[src/rtl/clk_div_unit.sv]
`default_nettype none
// ============================================================================
// Module   : clk_div_unit
// Brief    : Lock-gated multi-channel clock-enable generator with
//            phase-aligned, handshaked divisor reloads.
// Revision : 1.0
// ============================================================================
module clk_div_unit #(
  parameter int NUM_CH      = 2,
  parameter int CNT_W       = 8,
  parameter int DEFAULT_DIV = 1,
  parameter int SYNC_STAGES = 2
) (
  input  logic                    clk_i,
  input  logic                    reset,
  input  logic                    pll_locked_i,
  input  logic [NUM_CH*CNT_W-1:0] div_i,
  input  logic                    load_i,
  output logic                    load_ack_o,
  output logic                    pending_o,
  output logic                    locked_o,
  output logic [NUM_CH-1:0]       ce_o
);

  typedef enum logic [1:0] {
    ST_WAIT = 2'd0,
    ST_RUN  = 2'd1,
    ST_PEND = 2'd2
  } state_t;

  localparam logic [CNT_W-1:0] C_DEFAULT_DIV = CNT_W'(DEFAULT_DIV);

  state_t                 r_state;
  state_t                 w_state_nxt;
  logic [SYNC_STAGES-1:0] r_sync;
  logic                   r_ack;
  logic [CNT_W-1:0]       r_cnt [NUM_CH];
  logic [CNT_W-1:0]       r_act [NUM_CH];
  logic [CNT_W-1:0]       r_shd [NUM_CH];

  logic w_active;
  logic w_wrap0;
  logic w_clear;
  logic w_load_now;
  logic w_apply;
  logic w_capture;
  logic w_ack_nxt;

  assign locked_o   = r_sync[SYNC_STAGES-1];
  assign pending_o  = (r_state == ST_PEND);
  assign load_ack_o = r_ack;
  assign w_active   = (r_state == ST_RUN) || (r_state == ST_PEND);
  assign w_wrap0    = (r_cnt[0] == r_act[0]);

  // Lock loss has priority; any outstanding request is applied on entry to WAIT.
  always_comb begin
    w_state_nxt = r_state;
    w_clear     = 1'b0;
    w_load_now  = 1'b0;
    w_apply     = 1'b0;
    w_capture   = 1'b0;
    w_ack_nxt   = 1'b0;
    case (r_state)
      ST_WAIT: begin
        w_clear = 1'b1;
        if (load_i) begin
          w_load_now = 1'b1;
          w_ack_nxt  = 1'b1;
        end
        if (locked_o) w_state_nxt = ST_RUN;
      end
      ST_RUN: begin
        if (!locked_o) begin
          w_state_nxt = ST_WAIT;
          w_clear     = 1'b1;
          if (load_i) begin
            w_load_now = 1'b1;
            w_ack_nxt  = 1'b1;
          end
        end else if (load_i) begin
          w_capture   = 1'b1;
          w_state_nxt = ST_PEND;
        end
      end
      ST_PEND: begin
        if (!locked_o) begin
          w_state_nxt = ST_WAIT;
          w_clear     = 1'b1;
          w_ack_nxt   = 1'b1;
          w_load_now  = load_i;
          w_apply     = !load_i;
        end else if (w_wrap0) begin
          w_apply     = 1'b1;
          w_clear     = 1'b1;
          w_ack_nxt   = 1'b1;
          w_capture   = load_i;
          w_state_nxt = load_i ? ST_PEND : ST_RUN;
        end else begin
          w_capture = load_i;
        end
      end
      default: begin
        w_state_nxt = ST_WAIT;
        w_clear     = 1'b1;
      end
    endcase
  end

  always_ff @(posedge clk_i or posedge reset) begin
    if (reset) begin
      r_sync  <= '0;
      r_state <= ST_WAIT;
      r_ack   <= 1'b0;
    end else begin
      r_sync  <= {r_sync[SYNC_STAGES-2:0], pll_locked_i};
      r_state <= w_state_nxt;
      r_ack   <= w_ack_nxt;
    end
  end

  always_ff @(posedge clk_i or posedge reset) begin
    if (reset) begin
      for (int k = 0; k < NUM_CH; k++) begin
        r_cnt[k] <= '0;
        r_act[k] <= C_DEFAULT_DIV;
        r_shd[k] <= C_DEFAULT_DIV;
      end
    end else begin
      for (int k = 0; k < NUM_CH; k++) begin
        if (w_clear || (r_cnt[k] == r_act[k])) begin
          r_cnt[k] <= '0;
        end else begin
          r_cnt[k] <= r_cnt[k] + CNT_W'(1);
        end
        if (w_load_now) begin
          r_act[k] <= div_i[k*CNT_W +: CNT_W];
          r_shd[k] <= div_i[k*CNT_W +: CNT_W];
        end else begin
          // Apply reads the old shadow even when a new capture lands on the same edge.
          if (w_apply)   r_act[k] <= r_shd[k];
          if (w_capture) r_shd[k] <= div_i[k*CNT_W +: CNT_W];
        end
      end
    end
  end

  generate
    for (genvar k = 0; k < NUM_CH; k++) begin : g_ce
      assign ce_o[k] = w_active && (r_cnt[k] == r_act[k]);
    end
  endgenerate

endmodule
`default_nettype wire

[config.mk]
export PLATFORM = sky130hd
export DESIGN_NAME = clk_div_unit
export DESIGN_NICKNAME = d
export VERILOG_FILES = /design/src/rtl/clk_div_unit.sv
export SDC_FILE = /design/constraint.sdc
export NUM_CORES = 1
export LEC_CHECK = 0
export ABC_AREA = 0
export BUFFER_PORTS_ARGS = -buffer_cell sky130_fd_sc_hd__buf_2
export CELL_PAD_IN_SITES_DETAIL_PLACEMENT = 2
export CELL_PAD_IN_SITES_GLOBAL_PLACEMENT = 2
export CORE_UTILIZATION = 39
export DETAILED_ROUTE_END_ITERATION = 8
export HOLD_SLACK_MARGIN = 0.03
export PLACE_DENSITY = 0.81
export SYNTH_ARGS = -nofsm -noshare
export SYNTH_HDL_FRONTEND = slang
export SYNTH_SLANG_ARGS = --single-unit
[constraint.sdc]
create_clock -name clk_i -period 2.22 [get_ports clk_i]
set_input_delay 0.111 -clock clk_i [delete_from_list [all_inputs] [get_ports clk_i]]
set_output_delay 0.111 -clock clk_i [all_outputs]
set_load 0.05 [all_outputs]
# [Yosys cells after proc, flatten, opt, wreduce, memory -nomap -nowiden]
# Cells that the tools add are included.
[totals] ff_bits=53 output_inout_bits=5 elab_cells=59 in_bits=20
[op_classes] n_reduce_logical=10 n_addsub=2 n_mux=31 eq_ne=7
[op_table] op="two-way mux 8 bit" n=10
[op_table] op="adder 8 x 1 -> 8 bit (second input constant)" n=2
[op_table] op="== test 8 bit" n=2
[op_table] op="two-way mux 2 bit" n=6
[op_table] op="two-way mux 1 bit" n=10
[op_table] op="case mux 1 bit (3 select lines)" n=2
[op_table] op="case mux 2 bit (3 select lines)" n=1
[op_table] op="case mux 1 bit (2 select lines)" n=2
[op_table] op="nonzero test 2 bit" n=2
[op_table] op="logical OR 1 bit" n=3
[op_table] op="inequality test 3 x 2 -> 1 bit (second input constant)" n=1
[op_table] op="inequality test 3 bit (second input constant)" n=1
[op_table] op="AND reduction 3 bit" n=1
[op_table] op="== test 2 x 1 -> 1 bit (second input constant)" n=1
[op_table] op="== test 2 bit (second input constant)" n=1
[op_table] op="logical AND 1 bit" n=2
[op_table] op="logical NOT 2 bit" n=1
[op_table] op="inequality test 2 bit (second input constant)" n=1
[op_table] op="logical NOT 1 bit" n=1

# [Depth between registers and ports, before layout]
[depth] word_depth=6 mapped_depth=8 mapped_depth_nobuf=7

# [Worst setup path after synthesis]
# OpenSTA, ideal clock, no wires.
[synth_timing] kind="flip-flop to flip-flop" from="register r_sync[1]" to="register r_shd[15] (netlist name)" period_less_slack_ns=2.007 arrival_ns=1.882 slack_ns=0.213 required_ns=2.095 path_buffers=3 setup_ns=0.125 stages_incl_launch_ff=9 path_cell_list="dfrtp_1 buf_6 clkinv_4 a21oi_2 or3b_1 buf_6 nand2_8 buf_12 mux2_4"
[synth_via] elab_chain_cells=3 elab_cells_between_ends=8 cone_classes="7 x mux; 1 x reduce/logical"
[synth_rtl] item="start, declared" line_no="35" source="logic [SYNC_STAGES-1:0] r_sync;"
[synth_rtl] item="start signal, assigned" line_no="115" source="r_sync <= {r_sync[SYNC_STAGES-2:0], pll_locked_i};"
[synth_rtl] item="two-way mux 1 bit (on tied branches)" line_no="86, 73"
[synth_rtl] item="case mux 1 bit (3 select lines) / case mux 1 bit (2 select lines) (equally long branches)" line_no="63" source="case (r_state)"
[synth_rtl] item="two-way mux 8 bit / nonzero test 2 bit (equally long branches)"
[synth_rtl] item="end signal, assigned by index" line_no="137" source="r_shd[k] <= div_i[k*CNT_W +: CNT_W];"
[synth_rtl] item="end signal, assigned by index" line_no="141" source="if (w_capture) r_shd[k] <= div_i[k*CNT_W +: CNT_W];"
[synth_rtl] item="end, declared" line_no="39" source="logic [CNT_W-1:0] r_shd [NUM_CH];"
# Several ways; a longest one is shown, not always the timed one.
# A chain may end at the register's enable or synchronous reset.

# [Worst setup path after layout]
[layout_timing] from="register r_state[0]" to="register r_shd[13] (netlist name)"
[layout_via] elab_chain_cells=3 elab_cells_between_ends=7 cone_classes="2 x eq/ne; 3 x mux; 2 x reduce/logical"
[layout_rtl] item="start, declared" line_no="33" source="state_t r_state;"
[layout_rtl] item="start signal, assigned" line_no="116" source="r_state <= w_state_nxt;"
[layout_rtl] item="== test 2 bit, or another cell as far along" line_no="63"
[layout_rtl] item="case mux 1 bit (3 select lines) / case mux 1 bit (2 select lines) (equally long branches)" line_no="63"
[layout_rtl] item="two-way mux 8 bit / nonzero test 2 bit (equally long branches)"
# Several ways; a longest one is shown, not always the timed one.

==> flow_summary.ini <==
[synthesis]
yosysTopAreaCell = dfrtp_1
ys.flop_type = dfrtp_1
yosysUniqueCellTypes = 36
synth-seq-area-share_pct = 49.3
synthCells = 250
async_reset_ff_share_pct = 100
syn_nets = 276
yosys_warnings = 0
yosys_register_bits = 53
synth_top_area_share_pct = 45.4
synth_edf_count = 0
synthTopCellsByArea = dfrtp_1, xnor2_1, mux2_4, nor2_1, nand4_1
avgSynthCellArea_um2 = 10.8
syn_area_um2 = 2700

[clock_tree]
cts_setup_buffers = 0
tritoncts = built
clkSinkCount = 53
h-tree-depth = 2
cts_root_buf = clkbuf_8
clkLatencyLatePin_ns = 0.32
cts.clk_slew.worst_paths_ns = 0.10
cts_buffer_depth = 2
cts_inserted_buffers = 5

[worst_setup_path]
startpoint = r_state[0]$_DFFE_PP0P_
worstSetupEndpointType = flop
r2r_end = r_shd[13]$_DFFE_PP0P_
reg2reg_slack_ns = 0.14
critPathKind = flop to flop
crit_arrival_ns = 2.29
crit_path_start_kind = flop
rr_worst_depth = 6
required_ns = 2.43
worstReg2RegStart = r_state[0]$_DFFE_PP0P_
cp_max_fo = 16

[routing]
drtAntennaViolNets = 0
vias = 2033
firstDrtPassIters = 4
remaining_drc_errors = 0
wl_per_cell_um = 19.9
detail_route.iter0.violations = 52
totalWireLength_um = 7070
via_per_inst = 5.71

[final_layout]
final_cells = 356
layout_common_cells = dfrtp_1, nor2_1, buf_2
fin_area_um2 = 2990
diodes = 0
drive_gt1_share_pct = 24.0
syn_to_final_growth_pct = 10.8
final_common_cell = dfrtp_1
nNetsFinal = 304

[place]
gp_congestion = 0.740
placedCellCount = 346
dpl_cell_area_um2 = 2890
port_buffers = 24
dpl.hpwl_um = 4900

[global_routing]
grt_overflow_total = 0
track_usage_pct = 22.0
grt_pass1_vias = 2308
grt_max_degree = 37
grt_pass1_wl_um = 12200
antenna_found_initial = 0

[min_path]
whs_path_depth = 3
min_to = r_act[0]$_DFFE_PP1P_
hold_path.class = primary input to flop
min_from = div_i[8]

[power]
vdd_drop_max_v = 0.000438
power_per_cell_area_nw_per_um2 = 1220
p_leak_nw = 1.27

[die]
rows = 29
die_w_um = 85.2
fp.dieH_um = 85.2
die_area_um2 = 7260
design.core.area_um2 = 6530
ioPinCount = 25
start_util_pct = 41.3

[timing]
maxSlewHeadroom_pct = 58.2
tightestPinTransition_ns = 0.626
slew_viol_final = 0
min_period_ns = 2.08
grt_setup_unrepaired = false
fin_crit_sh_pct = 93.6
fin_skew_ns = 0.00765
totalNegativeSetupSlack_ns = 0
setup-violations-final = 0
fmax_mhz = 481
worst_hold_slack_ns = 0.0380
final_hold_viol_count = 0

[status]
status = finished clean

[job]
cap_viol_max_count = 0
worst max-delay path by stage:
stage / to / slack [ns]
CTS: r_shd[13]$_DFFE_PP0P_ / 0.13
global placement: r_shd[9]$_DFFE_PP0P_ / 0.26
floorplan: r_shd[15]$_DFFE_PP0P_ / 0.21
finish: r_shd[13]$_DFFE_PP0P_ / 0.14
global route: r_act[12]$_DFFE_PP0P_ / 0.05
detailed placement: r_shd[13]$_DFFE_PP0P_ / 0.15
critical path, cell delays in order (launching register included):
cell	delay, ns
dfrtp_1	0.39
inv_1	0.09
ha_1	0.36
a21oi_2	0.07
or3b_1	0.47
nand2_8	0.21
mux2_2	0.37
synthesized netlist by cell type, types with 2 or more instances:
library cell / number
nor2_1: 37
inv_1: 6
a31oi_1: 16
xor2_1: 6
a21oi_1: 2
nand3_1: 6
dfstp_2: 4
and3_1: 5
o21ai_1: 5
mux2_2: 7
nand4_1: 20
dfrtp_1: 49
o21ai_0: 16
a211o_1: 2
buf_6: 2
clkbuf_1: 7
mux2_4: 10
ha_1: 6
nand2_1: 6
xnor2_1: 22
through the flow:
step           total power [mW]  worst slack, ns  util [%]
6_report                   3.66            0.141      45.8
5_1_grt                    3.90           0.0503      45.8
4_1_cts                    3.70            0.131      45.8
3_5_place_dp               3.12            0.147      44.2
3_3_place_gp               3.00            0.264      44.2
2_1_floorplan              2.75            0.213         -
cell type report:
cell class	instances	area [um^2]
Fill cell	705	3540
Sequential cell	53	1330
Multi-Input combinational cell	178	1250
Timing Repair Buffer	33	193
Tap cell	77	96.3
Clock buffer	6	72.6
Inverter	7	31.3
Clock inverter	2	10.0
per-layer routing:
| metal | vias to the layer above | wire length, um | GRT usage [%] |
|---|---|---|---|
| li1 | 940 | - | - |
| met2 | 34 | 3600 | 37.7 |
| met5 | - | 0 | 0 |
| met4 | 0 | 119 | 7.86 |
| met1 | 1048 | 3200 | 27.8 |
| met3 | 11 | 159 | 4.28 |
cells by family (layout without fill, tap and decap cells):
logic type / after synthesis / count (layout) / share of synthesized area [%]
muxes: 18 / 18 / 8.85
adders and majority gates: 6 / 6 / 2.78
buffers and inverters: 19 / 48 / 4.17
xor gates and xnor gates: 28 / 28 / 9.09
and+or+nand+nor: 81 / 81 / 15.3
DFF: 53 / 53 / 49.3
AOI/OAI and AO/OA: 45 / 45 / 10.4
registers in the layout, summed over array words and instances, names as in the netlist:
name	flops
load_ack_o	1
r_shd	16
r_act	16
r_state	2
r_cnt	16
r_sync	2
timing repair:
| item | in CTS | in global routing |
|---|---|---|
| gates resized for setup | 0 | 0 |
| hold buffers | 2 | 0 |
| endpoints found under the hold margin | 50 | 0 |
power by group:
part           internal, mW  switching [mW]
sequential             1.35           0.266
combinational         0.661           0.830
clock                 0.220           0.334
(Power assumes the default switching activity.)
